==> config.mk <==
export PLATFORM = sky130hd
export DESIGN_NAME = handshake_responder
export DESIGN_NICKNAME = d
export VERILOG_FILES = /design/src/rtl/handshake_responder_pkg.sv /design/src/rtl/handshake_responder_busy_counter.sv /design/src/rtl/handshake_responder.sv
export SDC_FILE = /design/constraint.sdc
export NUM_CORES = 1
export LEC_CHECK = 0
export ABC_CLOCK_PERIOD_IN_PS = 2000
export CORE_ASPECT_RATIO = 1.1
export CORE_UTILIZATION = 40
export DETAILED_ROUTE_END_ITERATION = 8
export PLACE_DENSITY = 0.72
export SLEW_MARGIN = 20
export SYNTH_ARGS = -nofsm -noshare
export SYNTH_HDL_FRONTEND = slang
export SYNTH_SLANG_ARGS = --single-unit
==> constraint.sdc <==
create_clock -name clk -period 2 [get_ports clk]
set_input_delay 0.2 -clock clk [delete_from_list [all_inputs] [get_ports clk]]
set_output_delay 0.2 -clock clk [all_outputs]
set_load 0.02 [all_outputs]
==> src/rtl/handshake_responder_pkg.sv <==
// Shared types and defaults for the handshake responder and its busy-phase counter.
package handshake_responder_pkg;

    localparam int unsigned BUSY_MIN_DEF = 2;
    localparam int unsigned BUSY_MAX_DEF = 5;

    typedef enum logic [1:0] {
        ST_IDLE = 2'd0,
        ST_BUSY = 2'd1,
        ST_DONE = 2'd2
    } state_t;

    // Clamp a requested busy length into the legal [lo, hi] window.
    function automatic logic [2:0] clamp_len(input logic [2:0] len,
                                             input int unsigned lo,
                                             input int unsigned hi);
        int unsigned v;
        v = {29'd0, len};
        if (v < lo) begin
            v = lo;
        end else if (v > hi) begin
            v = hi;
        end
        return v[2:0];
    endfunction

endpackage

==> src/rtl/handshake_responder_busy_counter.sv <==
// Loadable down-counter; terminal count marks the last busy cycle.
module busy_counter (
    input  logic       clk,
    input  logic       reset,
    input  logic       i_load,
    input  logic [2:0] i_load_val,
    input  logic       i_en,
    output logic       o_tc
);

    logic [2:0] r_cnt;

    always_ff @(posedge clk or posedge reset) begin
        if (reset) begin
            r_cnt <= '0;
        end else if (i_load) begin
            r_cnt <= i_load_val;
        end else if (i_en && (r_cnt != '0)) begin
            r_cnt <= r_cnt - 3'd1;
        end
    end

    assign o_tc = (r_cnt == 3'd1);

endmodule

==> src/rtl/handshake_responder.sv <==
// Request/response responder: accepts a start, stays busy for a clamped length,
// then pulses ready with req_data + length.
module handshake_responder
    import handshake_responder_pkg::*;
#(
    parameter int unsigned DATA_W   = 8,
    parameter int unsigned BUSY_MIN = BUSY_MIN_DEF,
    parameter int unsigned BUSY_MAX = BUSY_MAX_DEF
) (
    input  logic              clk,
    input  logic              reset,
    input  logic              start,
    input  logic [DATA_W-1:0] req_data,
    input  logic [2:0]        busy_len,
    output logic              busy,
    output logic              ready,
    output logic [DATA_W-1:0] rsp_data,
    output logic              overrun,
    output logic [7:0]        done_count
);

    state_t            r_state;
    state_t            w_next;
    logic              w_accept;
    logic              w_tc;
    logic [2:0]        w_len;
    logic [DATA_W-1:0] r_data;
    logic [2:0]        r_len;
    logic              r_busy;
    logic              r_ready;
    logic              r_overrun;
    logic [DATA_W-1:0] r_rsp;
    logic [7:0]        r_count;

    assign w_len = clamp_len(busy_len, BUSY_MIN, BUSY_MAX);

    busy_counter u_busy_counter (
        .clk        (clk),
        .reset      (reset),
        .i_load     (w_accept),
        .i_load_val (w_len),
        .i_en       (r_state == ST_BUSY),
        .o_tc       (w_tc)
    );

    always_ff @(posedge clk or posedge reset) begin
        if (reset) begin
            r_state <= ST_IDLE;
        end else begin
            r_state <= w_next;
        end
    end

    always_comb begin
        w_next   = r_state;
        w_accept = 1'b0;
        case (r_state)
            ST_IDLE: begin
                if (start) begin
                    w_next   = ST_BUSY;
                    w_accept = 1'b1;
                end
            end
            ST_BUSY: begin
                if (w_tc) begin
                    w_next = ST_DONE;
                end
            end
            ST_DONE: w_next = ST_IDLE;
            default: w_next = ST_IDLE;
        endcase
    end

    // Outputs are registered from the next state so they line up with the state itself.
    always_ff @(posedge clk or posedge reset) begin
        if (reset) begin
            r_data    <= '0;
            r_len     <= '0;
            r_busy    <= 1'b0;
            r_ready   <= 1'b0;
            r_overrun <= 1'b0;
            r_rsp     <= '0;
            r_count   <= '0;
        end else begin
            r_busy    <= (w_next == ST_BUSY);
            r_ready   <= (w_next == ST_DONE);
            r_overrun <= start && (r_state != ST_IDLE);
            if (w_accept) begin
                r_data <= req_data;
                r_len  <= w_len;
            end
            if ((r_state == ST_BUSY) && (w_next == ST_DONE)) begin
                r_rsp   <= r_data + DATA_W'(r_len);
                r_count <= r_count + 8'd1;
            end
        end
    end

    assign busy       = r_busy;
    assign ready      = r_ready;
    assign overrun    = r_overrun;
    assign rsp_data   = r_rsp;
    assign done_count = r_count;

endmodule

==> impl_metrics.ini <==
[worst_hold_path]
min_path_type = in -> async

[clock_tree]
cts_tree = built
hold_buffers = 0
cts_resized = 0
post-cts-setup-buffers = 0
cts_buffer_depth = 2
clk_latency_ns = 0.28
cts_root_buffer = clkbuf_8
cts.reportedPaths.clkPinSlew_ns = 0.07
cts-buffers-inserted = 5
cts.sinks = 35
htreeDepth = 2

[synthesis]
synth_warnings = 0
synth_ff_type = dfrtp_1
syn-cell-area_um2 = 1600
synth-async-reset-ratio_pct = 100
synth_cell_types = 29
syn_nets = 155
synth_edf_count = 0
ys_seq_area_share_pct = 54.6
synthCells = 133
avgSynthCellArea_um2 = 12.1
ys_ff_latch = 35

[global_route]
grt_max_degree = 36
antenna_found_initial = 0
first_global_vias = 1106
grt_usage_pct = 15.0
grt_pass1_wl_mm = 4.86
grt_overflow = 0

[sta]
whs_ns = 0.317
setup_tns_ns = 0
max_freq_ghz = 0.572
finalSetupViolations = 0
relSlewSlack_pct = 71.5
worstMarginPinSlew_ns = 0.427
fin_crit_sh_pct = 87.5
grt_setup_unrepaired = no
hold_viol = 0
slew_viol_final = 0
clock_skew_ns = 0.00510
min_period_ns = 1.75

[die]
io_pins = 33
die_area_um2 = 4270
start_util_pct = 42.9
core_region_area_um2 = 3740
rows = 23
die_w_um = 62.4
die_height_um = 68.4

[worst_setup_path]
r2r_end = rsp_data[2]
arrival_ns = 1.92
worstSetupEndpoint = rsp_data[2]
cp-end-kind = flop
reg2reg_depth = 5
cp_max_fo = 14
startpoint = u_busy_counter.r_cnt[1]
crit_type = reg -> reg
reg2reg_from = u_busy_counter.r_cnt[1]
cp.required_ns = 2.17
crit_path_start_kind = flop
r2r_slack_ns = 0.25

[layout]
antenna_cells = 0
fin_util_pct = 55.2
layout-drive-gt1-share_pct = 14.6
design_area_um2 = 2060
synthToLayoutAreaGrowth_pct = 28.7
fin_nets = 193

[place]
gp_congestion = 0.824
hpwl_mm = 2.15
io_buffers = 32
post_dp_cell_area_um2 = 1980

[flow_run]
cap_violations = 0

[run_status]
outcome = finished clean

[route]
viasPerCell = 4.90
drtPass1Iterations = 4
drc = 0
drt_iter0_drc = 7
via_count = 1084
detail-route-antenna-nets = 0
wire_per_inst_um = 12.8
wirelength_mm = 2.84

[power]
peakVddDrop_uv = 589
power_mw = 3.34
powerDensity_nw_per_um2 = 1620
p_leak_nw = 0.879
-- cell usage after synthesis, types with 2 or more instances --
cell | count | share of area [%]
dfrtp_1 | 35 | 55
mux2_2 | 13 | 9.1
a21oi_1 | 10 | 3.1
xnor2_1 | 9 | 4.9
inv_1 | 8 | 1.9
nand2_1 | 8 | 1.9
ha_1 | 7 | 5.5
nor2_1 | 7 | 1.6
o21ai_0 | 4 | 1.2
xor2_1 | 4 | 2.2
nand3_1 | 3 | 0.94
nand4_1 | 3 | 1.2
a31oi_1 | 2 | 0.78
buf_4 | 2 | 0.94
buf_6 | 2 | 1.4
nor3b_1 | 2 | 0.94
o21ai_1 | 2 | 0.62
-- area by class of cell --
class	count	area, um^2
flip-flops and latches	35	876
repair buffers	35	343
well taps	50	62.6
clock inverters	1	5.00
inverters	8	30.0
fillers	340	1680
clock buffers	6	82.6
multi-input cells	86	666
-- state kept, by name (all words and copies together), names as in the netlist --
register              flops
busy                      1
done_count                8
overrun                   1
r_data                    8
r_len                     3
r_state                   2
ready                     1
rsp_data                  8
u_busy_counter.r_cnt      3
-- worst min path at each step --
stage	start	end	slack (ns)	cells past startpoint
3_5_place_dp	done_count[7]	done_count[7]	0.47	1
2_1_floorplan	busy_len[2]	r_len[1]	0.28	1
6_report	reset	done_count[3]	0.32	3
3_3_place_gp	done_count[7]	done_count[7]	0.46	1
4_1_cts	reset	overrun	0.35	3
5_1_grt	reset	done_count[3]	0.37	3
-- report_power, final --
group | switching (mW) | internal [mW]
logic | 0.757 | 0.789
clock network | 0.236 | 0.270
registers | 0.263 | 1.03
total | 1.26 | 2.09
-- cells by family (layout without fill, tap and decap cells) --
family | count (synthesis) | count (layout) | share of synthesized area [%]
adders and majority gates | 9 | 9 | 7.33
DFF | 35 | 35 | 54.6
and+or+nand+nor | 28 | 28 | 9.28
AOI/OAI and AO/OA | 23 | 23 | 8.35
xor gates and xnor gates | 13 | 13 | 7.10
muxes | 13 | 13 | 9.13
buffers and inverters | 12 | 50 | 4.21
-- worst max-delay path, stage by stage (launching register included) --
cell,delay (ns)
dfrtp_1,0.38
inv_1,0.10
ha_1,0.21
and4bb_1,0.36
buf_4,0.24
mux2_2,0.35
-- per-layer routing --
| metal | track usage [%] | vias to the layer above | wire length [um] |
|---|---|---|---|
| met1 | 15.9 | 518 | 1230 |
| met3 | 3.00 | 6 | 83 |
| li1 | - | 534 | - |
| met2 | 28.2 | 26 | 1450 |
| met4 | 9.59 | 0 | 73 |
| met5 | 0 | - | 0 |
-- cells in the final DEF, fill, tap and decap left out, types with 2 or more instances in the layout --
cell	synthesis	final
dfrtp_1	35	35
clkdlybuf4s50_1	0	32
mux2_2	13	13
a21oi_1	10	10
xnor2_1	9	9
inv_1	8	8
nand2_1	8	8
nor2_1	7	7
ha_1	7	7
clkbuf_8	0	6
o21ai_0	4	4
xor2_1	4	4
nand3_1	3	3
nand4_1	3	3
buf_4	2	3
o21ai_1	2	2
a31oi_1	2	2
-- stage by stage --
stage	std cells	setup slack (ns)
finish	221	0.251
detailed placement	214	0.242
floorplan	133	0.476
global placement	214	0.321
CTS	221	0.242
global route	221	0.130
No activity file was read; power rests on OpenSTA's default activity.
